File: src/rtl/icache_pkg.sv
// Shared state encoding and address-split geometry for the instruction cache controller.
// Geometry macros ICACHE_SIZE, ICACHE_INDEX, ITAGMSB and ITAGLSB default here when not predefined.
`ifndef ICACHE_SIZE
`define ICACHE_SIZE 64
`endif
`ifndef ICACHE_INDEX
`define ICACHE_INDEX 6
`endif
`ifndef ITAGLSB
`define ITAGLSB (`ICACHE_INDEX + 4)
`endif
`ifndef ITAGMSB
`define ITAGMSB 31
`endif

package icache_pkg;

    typedef enum logic [2:0] {
        ST_FLUSH,
        ST_LOOKUP,
        ST_MISS_REQ,
        ST_FILL,
        ST_UPDATE
    } state_t;

    localparam int LINE_WORDS_DEF = 4;
    localparam int INDEX_W        = `ICACHE_INDEX;
    localparam int TAG_LSB        = `ITAGLSB;
    localparam int TAG_MSB        = `ITAGMSB;
    localparam int TAG_W          = TAG_MSB - TAG_LSB + 1;
    // Byte offset inside a line: everything below the index field.
    localparam int OFFSET_W       = TAG_LSB - INDEX_W;
    localparam int ENTRIES        = `ICACHE_SIZE;

endpackage

File: src/rtl/icache_tag_cmp.sv
// Combinational tag match: a stored entry hits when it is valid and its tag equals the fetch tag.
module icache_tag_cmp
    import icache_pkg::*;
#(
    parameter int W = TAG_W
) (
    input  logic         valid,
    input  logic [W-1:0] stored_tag,
    input  logic [W-1:0] pc_tag,
    output logic         hit
);

    assign hit = valid & (stored_tag == pc_tag);

endmodule

File: src/rtl/inst_cache_ctrl.sv
// Direct-mapped instruction cache controller: lookup, line fill, tag update and invalidate-all.
// Define ICACHE_PERF_CNT_EN to build the saturating hit/miss counters; otherwise they read 0.
module inst_cache_ctrl
    import icache_pkg::*;
#(
    parameter int LINE_WORDS = LINE_WORDS_DEF,
    parameter int ADDR_W     = 32
) (
    input  logic                          clock,
    input  logic                          reset,
    input  logic                          pc_valid,
    input  logic [ADDR_W-1:0]             pc,
    input  logic                          flush,
    output logic                          hit,
    output logic                          stall,
    output logic                          tag_we,
    output logic [`ICACHE_INDEX-1:0]      tag_index,
    output logic                          tag_valid_in,
    output logic [`ITAGMSB:`ITAGLSB]      tag_in,
    input  logic                          tag_valid_out,
    input  logic [`ITAGMSB:`ITAGLSB]      tag_out,
    output logic                          mem_req,
    output logic [ADDR_W-1:0]             mem_addr,
    input  logic                          mem_gnt,
    input  logic                          mem_rvalid,
    output logic                          data_we,
    output logic [`ICACHE_INDEX-1:0]      data_index,
    output logic [$clog2(LINE_WORDS)-1:0] data_word,
    output logic [31:0]                   hit_cnt,
    output logic [31:0]                   miss_cnt
);

    localparam int WORD_W = $clog2(LINE_WORDS);
    localparam logic [WORD_W-1:0]  LAST_WORD  = WORD_W'(LINE_WORDS - 1);
    localparam logic [INDEX_W-1:0] LAST_ENTRY = INDEX_W'(ENTRIES - 1);

    state_t               state;
    logic [INDEX_W-1:0]   flush_cnt;
    logic [WORD_W-1:0]    word_cnt;
    logic                 pending;
    logic [TAG_W-1:0]     cap_tag;
    logic [INDEX_W-1:0]   cap_index;

    logic [TAG_W-1:0]     pc_tag;
    logic [INDEX_W-1:0]   pc_index;
    logic                 tag_match;
    logic                 lookup;
    logic                 miss;
    logic [ADDR_W-1:0]    fill_addr;
    logic                 unused_offset;

    assign pc_tag        = pc[TAG_MSB:TAG_LSB];
    assign pc_index      = pc[TAG_LSB-1:OFFSET_W];
    assign unused_offset = ^pc[OFFSET_W-1:0];

    icache_tag_cmp #(.W(TAG_W)) u_tag_cmp (
        .valid      (tag_valid_out),
        .stored_tag (tag_out),
        .pc_tag     (pc_tag),
        .hit        (tag_match)
    );

    // A flush in LOOKUP masks both the hit and the miss of the same cycle.
    assign lookup = (state == ST_LOOKUP);
    assign hit    = lookup & pc_valid & ~flush & tag_match;
    assign miss   = lookup & pc_valid & ~flush & ~tag_match;
    assign stall  = lookup ? (pc_valid & ~hit) : 1'b1;

    always_comb begin
        fill_addr                    = '0;
        fill_addr[TAG_MSB:TAG_LSB]   = cap_tag;
        fill_addr[TAG_LSB-1:OFFSET_W] = cap_index;
    end

    always_comb begin
        tag_we       = 1'b0;
        tag_valid_in = 1'b0;
        tag_in       = cap_tag;
        tag_index    = pc_index;
        mem_req      = 1'b0;
        mem_addr     = fill_addr;
        data_we      = 1'b0;
        data_index   = cap_index;
        data_word    = word_cnt;
        case (state)
            ST_FLUSH: begin
                tag_we    = 1'b1;
                tag_index = flush_cnt;
            end
            ST_MISS_REQ: mem_req = 1'b1;
            ST_FILL:     data_we = mem_rvalid;
            ST_UPDATE: begin
                tag_we       = 1'b1;
                tag_valid_in = 1'b1;
                tag_index    = cap_index;
            end
            default: ;
        endcase
    end

    always_ff @(posedge clock or posedge reset) begin
        if (reset) begin
            state     <= ST_FLUSH;
            flush_cnt <= '0;
            word_cnt  <= '0;
            pending   <= 1'b0;
        end else begin
            case (state)
                ST_FLUSH: begin
                    flush_cnt <= flush_cnt + 1'b1;
                    if (flush_cnt == LAST_ENTRY) begin
                        flush_cnt <= '0;
                        state     <= ST_LOOKUP;
                    end
                end
                ST_LOOKUP: begin
                    if (flush)     state <= ST_FLUSH;
                    else if (miss) state <= ST_MISS_REQ;
                end
                ST_MISS_REQ: begin
                    if (flush)   pending <= 1'b1;
                    if (mem_gnt) state   <= ST_FILL;
                end
                ST_FILL: begin
                    if (flush) pending <= 1'b1;
                    if (mem_rvalid) begin
                        word_cnt <= word_cnt + 1'b1;
                        if (word_cnt == LAST_WORD) state <= ST_UPDATE;
                    end
                end
                ST_UPDATE: begin
                    pending <= 1'b0;
                    state   <= (pending | flush) ? ST_FLUSH : ST_LOOKUP;
                end
                default: state <= ST_FLUSH;
            endcase
        end
    end

    // Miss address capture is pure data and needs no reset.
    always_ff @(posedge clock) begin
        if (miss) begin
            cap_tag   <= pc_tag;
            cap_index <= pc_index;
        end
    end

`ifdef ICACHE_PERF_CNT_EN
    function automatic logic [31:0] sat_inc(input logic [31:0] v);
        return (v == 32'hFFFF_FFFF) ? v : v + 32'd1;
    endfunction

    always_ff @(posedge clock or posedge reset) begin
        if (reset) begin
            hit_cnt  <= '0;
            miss_cnt <= '0;
        end else begin
            if (hit)  hit_cnt  <= sat_inc(hit_cnt);
            if (miss) miss_cnt <= sat_inc(miss_cnt);
        end
    end
`else
    assign hit_cnt  = '0;
    assign miss_cnt = '0;
`endif

endmodule

File: config.mk
export PLATFORM = sky130hd
export DESIGN_NAME = inst_cache_ctrl
export DESIGN_NICKNAME = d
export VERILOG_FILES = /design/src/rtl/icache_pkg.sv /design/src/rtl/icache_tag_cmp.sv /design/src/rtl/inst_cache_ctrl.sv
export SDC_FILE = /design/constraint.sdc
export NUM_CORES = 1
export LEC_CHECK = 0
export BUFFER_PORTS_ARGS = -buffer_cell sky130_fd_sc_hd__buf_2
export CORE_ASPECT_RATIO = 1.75
export CORE_MARGIN = 2
export CORE_UTILIZATION = 35
export CTS_BUF_LIST = sky130_fd_sc_hd__clkbuf_8
export CTS_CLUSTER_SIZE = 25
export DETAILED_ROUTE_END_ITERATION = 16
export PLACE_DENSITY = 0.8
export RECOVER_POWER = 50
export SLEW_MARGIN = 20
export SYNTH_ARGS = -nofsm -noshare
export SYNTH_HDL_FRONTEND = slang
export SYNTH_SLANG_ARGS = --single-unit
File: constraint.sdc
create_clock -name clock -period 3.4 [get_ports clock]
set_input_delay 0.68 -clock clock [delete_from_list [all_inputs] [get_ports clock]]
set_output_delay 0.68 -clock clock [all_outputs]
set_load 0.02 [all_outputs]
======== Yosys cells after proc, flatten, opt, wreduce, memory -nomap -nowiden ========
Cells that the tools add are included.
cells by class
  bitwise operators ....................... 10
  equal/unequal tests ..................... 13
  mux-type cells .......................... 17
  reduce and logical (&&, ||, !) cells .... 7
  add/subtract/negate cells ............... 2
operators with widths
  operator                                                                 number
  22-bit equality test                                                     1
  3-bit two-way mux                                                        6
  3-bit one-hot mux with 5 select lines                                    1
  6-bit one-hot mux with 2 select lines                                    1
  2-bit inequality test, second input constant                             4
  1-bit two-way mux                                                        7
  6-bit by 1-bit adder with 6-bit output, second input constant            1
  1-bit AND                                                                6
  3-bit by 2-bit equality test with 1-bit output, second input constant    2
  6-bit equality test, second input constant                               1
  6-bit two-way mux                                                        1
  5-bit AND reduction                                                      1
  2-bit AND reduction                                                      2
  2-bit OR reduction                                                       2
  3-bit by 1-bit equality test with 1-bit output, second input constant    1
  3-bit equality test, second input constant                               1
  3-bit logical NOT                                                        1
  3-bit by 2-bit inequality test with 1-bit output, second input constant  1
  1-bit inverter                                                           3
  2-bit by 1-bit adder with 2-bit output, second input constant            1
  2-bit equality test, second input constant                               1
  2-bit by 1-bit inequality test with 1-bit output, second input constant  1
  1-bit one-hot mux with 2 select lines                                    1
  2-bit nonzero test                                                       1
  1-bit bitwise OR                                                         1
word-level totals
  output and inout port bits .............. 138
  word-level logic and storage cells ...... 55
  register bits after elaboration ......... 40

======== Logic depth before layout (Yosys ltp) ========
Gate-level depths: netlist of the first run.
  depth after elaboration ................. 7
  gate-level depth with buffers ........... 6
  mapped depth without buffers ............ 6

======== Cells and area by module ========
Synthesis of the first run repeated with hierarchy kept, for this count alone.
unflattened totals
  cells, all modules ...................... 247
  area total of the unflattened synthesis .. 2623.8 um^2
modules (own cells, without submodules)
  module           area an instance (um^2)  seq. area each (um^2)  times used  cells each
  inst_cache_ctrl  2378.5                   1141.1                 1           217
  icache_tag_cmp   245.2                    0.0                    1           30

======== Worst setup path after synthesis of the first run ========
Ideal clock, no wire load.
  kind .................................... in2reg
  start ................................... input flush
  end ..................................... register cap_index[0] (netlist: data_index[0]), enable pin
  arrival ................................. 2.284 ns
  data required time ...................... 2.987 ns
  setup time .............................. 0.413 ns
  slack ................................... 0.703 ns
  path buffers ............................ 0
  stages .................................. 3
  path through ............................ nor3_1 nand3_1 nor2_1
between the ends
  longest elaborated chain between the ends .. 3
ends and longest elaborated chain
  element                  line                    source
  from (decl)              inst_cache_ctrl.sv:13   input logic flush,
  1-bit inverter           inst_cache_ctrl.sv:66   assign miss = lookup & pc_valid & ~flush & ~tag_match;
  1-bit AND (2 in series)  inst_cache_ctrl.sv:66
  named net miss           inst_cache_ctrl.sv:48   logic miss;
  to (signal assigned)     inst_cache_ctrl.sv:144  cap_index <= pc_index;
  to (decl)                inst_cache_ctrl.sv:42   logic [INDEX_W-1:0] cap_index;
The timed path passes the listed nets, and every way through them passes these cells.
A chain may end at the register's enable or synchronous reset.

======== Worst setup path in the final report of the first run ========
  start ................................... input pc[12]
  end ..................................... output hit
between the ends
  longest elaborated chain between the ends .. 3
ends and longest elaborated chain
  element               line                   source
  from (decl)           inst_cache_ctrl.sv:12  input logic [ADDR_W-1:0] pc,
  22-bit equality test  icache_tag_cmp.sv:13   assign hit = valid & (stored_tag == pc_tag);
  1-bit AND             icache_tag_cmp.sv:13
  1-bit AND             inst_cache_ctrl.sv:65  assign hit = lookup & pc_valid & ~flush & tag_match;
  to (decl)             inst_cache_ctrl.sv:14  output logic hit,
No other way between the ends.

==> reports/results.ini, run 1 <==
[route]
dr_total_vias = 1862
initialDrtViolationCount = 93
first_pass_iters = 4
final_routed_wirelength_mm = 5.33
ant_nets = 0
detail_route.vias_per_cell = 4.28
drt-wirelength-per-cell_um = 12.2
drt_drc_violations_left = 0

[placement]
port_buffers = 126
hpwlAfterDp_mm = 4.39
placed_cell_count = 426
gp_congestion = 0.735
postPlaceCellArea_mm2 = 0.00284
pre_cts_ws_ps = 432

[global_routing]
antenna_violations_before_repair = 1
grt_first_pass_wirelength_mm = 7.87
globalRouteOverflowTotal = 0
grt_max_degree = 29
grt_usage_pct = 13.3
number_of_global_route_vias_before_repair = 1654

[timing]
rsz0062_at_grt = false
post-route-min-period_ps = 2920
setup_total_negative_slack_ps = 0
finalClockSkew_ps = 6.33
timing.max_slew.rel_slack_pct = 41.5
fmaxAchievable_ghz = 0.342
period_share_pct = 85.9
tightestPinTransition_ps = 874
setup_violations = 0
final.setup.worst_slack_ps = 479
finalMaxSlewViolations = 0
report.final.hold_viol_count = 0

[floorplan]
fp.dieArea_mm2 = 0.00809
top_level_ports = 199
die-height_um = 117
initial_utilization_pct = 35.9
fp.coreArea_mm2 = 0.00718
num_rows = 41
die_x_um = 68.9

[synth]
synth-seq-area-share_pct = 44.3
synthesis.yosys.warnings = 0
syn-instance-count = 247
postSynthAreaPerCell_um2 = 10.4
ys_seq_elements = 40
synth.cell_area_mm2 = 0.00258
netlist-cell-type-count = 29

[finish]
final_cell_area_mm2 = 0.00284
layout_common_cells = 68 x sky130_fd_sc_hd__conb_1, 66 x sky130_fd_sc_hd__buf_2, 60 x sky130_fd_sc_hd__clkbuf_1
layout.area.seq_mm2 = 0.00114
multi_input_combinational_cell_area_um2 = 941
post_route_cells_drive_above_1_share_pct = 21.6
layout-area-overhead-vs-synth_pct = 10.4
design.final.nets = 410
num-fill-cells = 764
instances_no_fill = 435
layout.cells.most_common = sky130_fd_sc_hd__conb_1

[pwr]
power.static_leakage_nw = 1.25
vdd_drop_max_mv = 0.346
power_density_mw_per_mm2 = 592

[cts]
clk_latency_ps = 290
cts_hold_buf = 0
cts.sinks = 40
tritoncts_clock_tree = built
clock_tree.htree_level_count = 2
clockBufferDepth = 2
cts_inserted_buffers = 5
post-cts-setup-buffers = 0
post_cts.resized_instances = 0
cts-root-buf = sky130_fd_sc_hd__clkbuf_8
cts.reportedPaths.clkPinSlew_ps = 70

[critical_path]
worstSetupStartpoint = pc[12]
critical-path-slowest-cell = sky130_fd_sc_hd__nor4_4
worst-setup-path-type = input port to output port
cp_launch_type = input port
critical_path.endpoint = hit
path_buf_inv = 2
crit_path_max_incr_delay_ps = 480
worst_r2r_endpoint = data_index[4]
critPathCaptureType = output port
rr_worst_depth = 3
cp_cell_sequence = clkbuf_1 -> xor2_1 -> nor4_1 -> nand2_1 -> nor4_4 -> nor2b_1 -> buf_2
data_arrival_time_of_the_worst_path_ps = 2240
timing.rr.start = state[2]
timing.critical_path.fanout_max = 5
critical_path_depth = 7
setup.reg_to_reg.worst_slack_ps = 1090
critPathRequiredTime_ps = 2720
timing.critical_path.max_delay_family = simple AND/OR/NAND/NOR gates

[flow_run]
maxCapViolations = 0

[worst_hold_path]
worst_hold_path_type = input port to asynchronous set/reset pin

[status]
outcome = completed

-- worst min-delay path by stage --
stage                             from  depth (start not counted)  slack (ps)           end
after floorplan           flush_cnt[5]                          1         470  flush_cnt[5]
after global placement    data_word[0]                          1         480  data_word[0]
after detailed placement  data_word[0]                          1         490  data_word[0]
after CTS                        reset                          2         410  data_word[0]
after global routing             reset                          2         450  flush_cnt[2]
final                            reset                          2         400  flush_cnt[1]
-- cell usage after synthesis --
cell type | count | area share [%]
sky130_fd_sc_hd__xor2_1 | 13 | 4.4
sky130_fd_sc_hd__edfxtp_1 | 28 | 33
sky130_fd_sc_hd__dfrtp_1 | 12 | 12
sky130_fd_sc_hd__and2_1 | 1 | 0.24
sky130_fd_sc_hd__buf_4 | 96 | 28
sky130_fd_sc_hd__a211oi_1 | 1 | 0.29
sky130_fd_sc_hd__nor4_1 | 5 | 1.2
sky130_fd_sc_hd__nor2_1 | 9 | 1.3
sky130_fd_sc_hd__nand3_1 | 6 | 1.2
sky130_fd_sc_hd__o31ai_1 | 2 | 0.58
sky130_fd_sc_hd__mux2_2 | 1 | 0.44
sky130_fd_sc_hd__nor2b_1 | 1 | 0.24
sky130_fd_sc_hd__nand4_1 | 4 | 0.97
sky130_fd_sc_hd__clkbuf_1 | 2 | 0.29
sky130_fd_sc_hd__buf_2 | 2 | 0.39
sky130_fd_sc_hd__o211a_1 | 1 | 0.39
sky130_fd_sc_hd__inv_1 | 4 | 0.58
sky130_fd_sc_hd__nand2b_1 | 1 | 0.24
sky130_fd_sc_hd__a31oi_1 | 2 | 0.49
sky130_fd_sc_hd__nor3_1 | 5 | 0.97
sky130_fd_sc_hd__o21ai_0 | 6 | 1.2
sky130_fd_sc_hd__nand2_1 | 12 | 1.7
sky130_fd_sc_hd__xnor2_1 | 12 | 4.1
sky130_fd_sc_hd__and3_1 | 2 | 0.49
sky130_fd_sc_hd__nor4_4 | 1 | 0.83
sky130_fd_sc_hd__a21oi_1 | 9 | 1.7
sky130_fd_sc_hd__ha_1 | 2 | 0.97
sky130_fd_sc_hd__mux2i_1 | 6 | 2.3
sky130_fd_sc_hd__conb_1 | 1 | 0.15
-- per-layer routing --
metal  track usage [%]  wire length, um  vias to the layer above
met4              5.15              106                        0
met5                 0                0                        -
met3              3.63              541                        7
met1              14.9             1950                      844
met2              22.8             2730                      139
li1                  -                -                      872
-- worst reg2reg max path, stage by stage (launching register included) --
cell                      delay (ps)
sky130_fd_sc_hd__dfrtp_1         590
sky130_fd_sc_hd__nor3_1          410
sky130_fd_sc_hd__nand3_1         220
sky130_fd_sc_hd__nor2_4          710
-- cell families after synthesis --
family | Yosys count | synth area share [%]
buffers and inverters | 104 | 29.2
other | 1 | 0.146
xor gates and xnor gates | 25 | 8.50
muxes | 7 | 2.77
DFF | 40 | 44.3
and+or+nand+nor | 47 | 9.42
adders and majority gates | 2 | 0.971
AOI/OAI and AO/OA | 21 | 4.66
-- flip-flops by register name, indices dropped and copies added, names as in the netlist --
register / count
tag_in: 22
data_index: 6
pending: 1
flush_cnt: 6
state: 3
data_word: 2
-- final cells by class --
class	count	area share (%)
clock buffers	5	2.42
multi-input cells	170	33.1
inverters	4	0.528
diodes	1	0.0880
flip-flops and latches	40	40.1
clock inverters	3	0.440
well taps	86	3.78
repair buffers	126	19.5
-- stage by stage --
stage,util (%),hold WS [ps],power [mW]
after global placement,39.5,482,1.39
after global routing,39.6,446,1.82
after floorplan,-,467,1.28
after detailed placement,39.5,486,1.41
final,39.6,400,1.68
after CTS,40.6,411,1.72
-- power by group --
| part | internal, mW | total, mW | switching [mW] | leakage, nW |
|---|---|---|---|---|
| Sequential | 0.614 | 0.719 | 0.105 | 0.400 |
| Combinational | 0.216 | 0.668 | 0.451 | 0.804 |
| Clock | 0.138 | 0.296 | 0.158 | 0.0505 |
Note: power is estimated with default switching activity, not from simulation.
==> run 2: changes to the inputs <==
- CELL_PAD_IN_SITES_DETAIL_PLACEMENT: default -> 1
- CELL_PAD_IN_SITES_GLOBAL_PLACEMENT: default -> 1
- CORE_UTILIZATION: 35 -> 29
- HOLD_SLACK_MARGIN: default -> 0.08
- PLACE_DENSITY: 0.8 -> 0.91
- clock period: 3.4 -> 2.7 ns (I/O delays scaled with it)
==> run 2 against run 1 <==
Effect of this change:
- first-iteration DRC count is 58% lower
- worst setup slack worse by 340 ps
- clock skew is 3.0 ps lower
- via count is 3.2% higher
- global-route usage is 0.10 points lower
- routed wire length is 22% higher
- register-to-register slack worse by 740 ps
- final cell count is 8.3% higher
- sequential share of layout area is 1.6 points lower
- clock-buffer cell count stayed put
- largest cell class unchanged
- highest routed layer unchanged
==> reports/results.ini, run 2 (same netlist as run 1, synthesis figures left out) <==
[finish]
layout.area.seq_mm2 = 0.00114  ; unchanged
largest_register_ff_count = 22  ; unchanged
multi_input_combinational_cell_area_um2 = 950  ; +0.93%
layout-area-overhead-vs-synth_pct = 15.0
design.final.nets = 414  ; +0.98%
layout.cells.most_common = sky130_fd_sc_hd__conb_1
instances_no_fill = 471  ; +8.3%
post_route_cells_drive_above_1_share_pct = 23.9  ; +2.3 points
num-fill-cells = 1104  ; +45%
layout_common_cells = 68 x sky130_fd_sc_hd__conb_1, 65 x sky130_fd_sc_hd__buf_2, 58 x sky130_fd_sc_hd__clkbuf_1

[route]
drt_drc_violations_left = 0  ; unchanged
first_pass_iters = 2  ; -2
final_routed_wirelength_mm = 6.52  ; +22%
dr_total_vias = 1922  ; +3.2%
drt-wirelength-per-cell_um = 13.8  ; +13%
detail_route.vias_per_cell = 4.08  ; -4.7%
initialDrtViolationCount = 39  ; -58%
ant_nets = 0  ; unchanged

[timing]
period_share_pct = 94.8
finalMaxSlewViolations = 0  ; unchanged
timing.max_slew.rel_slack_pct = 48.9  ; +7.4 points
fmaxAchievable_ghz = 0.391
finalClockSkew_ps = 3.37  ; -2.96 ps
setup_violations = 0  ; unchanged
rsz0062_at_grt = false
post-route-min-period_ps = 2560
setup_total_negative_slack_ps = 0  ; unchanged
report.final.hold_viol_count = 0  ; unchanged
tightestPinTransition_ps = 766  ; -108 ps

[cts]
clockBufferDepth = 2  ; unchanged
cts-root-buf = sky130_fd_sc_hd__clkbuf_8
cts_inserted_buffers = 5  ; unchanged
clk_latency_ps = 290  ; about the same
clock_tree.htree_level_count = 2  ; unchanged
cts_hold_buf = 0  ; unchanged
tritoncts_clock_tree = built
cts.reportedPaths.clkPinSlew_ps = 80  ; about the same
cts.sinks = 40  ; unchanged

[status]
outcome = completed

[pwr]
power.static_leakage_nw = 1.28  ; +2.4%
power_density_mw_per_mm2 = 740  ; +25%
vdd_drop_max_mv = 0.278  ; -20%

[critical_path]
setup.reg_to_reg.worst_slack_ps = 350  ; -740 ps
cp_launch_type = input port
worst-setup-path-type = input port to output port
timing.critical_path.fanout_max = 3  ; -2
data_arrival_time_of_the_worst_path_ps = 2020  ; -220 ps
critPathRequiredTime_ps = 2160  ; -560 ps
critPathCaptureType = output port

[global_routing]
antenna_violations_before_repair = 2  ; +1
grt_first_pass_wirelength_mm = 9.51  ; +21%
grt_usage_pct = 13.2  ; -0.10 points
number_of_global_route_vias_before_repair = 1922  ; +16%
globalRouteOverflowTotal = 0  ; unchanged
grt_max_degree = 17  ; -41%

[placement]
gp_congestion = 0.787  ; +7.1%
port_buffers = 126  ; unchanged
placed_cell_count = 461  ; +8.2%
hpwlAfterDp_mm = 5.53  ; +26%

[floorplan]
top_level_ports = 199  ; unchanged
fp.coreArea_mm2 = 0.00867  ; +21%
initial_utilization_pct = 29.7  ; -6.2 points
die-height_um = 129  ; +9.5%
fp.dieArea_mm2 = 0.00968  ; +20%
die_x_um = 75.3  ; +9.3%
num_rows = 45  ; +9.8%

[worst_hold_path]
worst_hold_path_type = input port to asynchronous set/reset pin

[flow_run]
maxCapViolations = 0  ; unchanged

-- run 2: through the flow --
stage	worst slack, ps	utilization [%]	hold WS (ps)	area, um2	total power, mW
final	142	34.2	262	2960	2.19
after global routing	34.2	34.1	282	2960	2.34
after floorplan	143	-	405	2830	1.61
after global placement	51.9	33.6	483	2910	1.78
after detailed placement	84.1	33.6	499	2910	1.84
after CTS	75.9	34.5	260	2990	2.24
-- run 2: layout make-up --
class                   instances  share of cell area, %
diodes                          2                  0.169
clock buffers                   5                   2.32
clock inverters                 3                  0.465
inverters                       4                  0.507
multi-input cells             170                   32.1
flip-flops and latches         40                   38.5
well taps                     117                   4.94
repair buffers                130                   21.0
-- run 2: routing by layer --
layer  vias to the layer above  share of wire [%]  global-route usage (%)
met4                         0                1.3                    4.02
li1                        877                  -                       -
met3                         6                 11                    4.62
met1                       906                 32                    12.5
met5                         -                  0                       0
met2                       133                 56                    25.3
-- run 2: repair_timing --
item | in CTS | in global routing
resized for setup | 0 | 8
buffers inserted | 0 | 0
endpoints found under the setup margin | 0 | 1
-- run 2: path summary, 6_finish.rpt --
check,startpoint,end,depth (start not counted)
setup / recovery,tag_out[27],hit,7
hold / removal,reset,data_word[0],2
setup reg to reg,state[1],tag_in[17],4
hold reg to reg,data_word[0],data_word[0],1
max in group asynchronous,reset,flush_cnt[4],2
min in group clock,pc[14],tag_in[14],1
-- run 2: report_power, final --
group          switching (mW)  internal, mW
clock                   0.212         0.176
sequential              0.129         0.772
combinational           0.607         0.296
-- run 2: worst max-delay path, stage by stage --
cell                      delay, ps
sky130_fd_sc_hd__buf_2          100
sky130_fd_sc_hd__xor2_1         160
sky130_fd_sc_hd__nor4_2         260
sky130_fd_sc_hd__nand4_1        220
sky130_fd_sc_hd__nor4_4         400
sky130_fd_sc_hd__nor2b_4        210
sky130_fd_sc_hd__buf_6          120
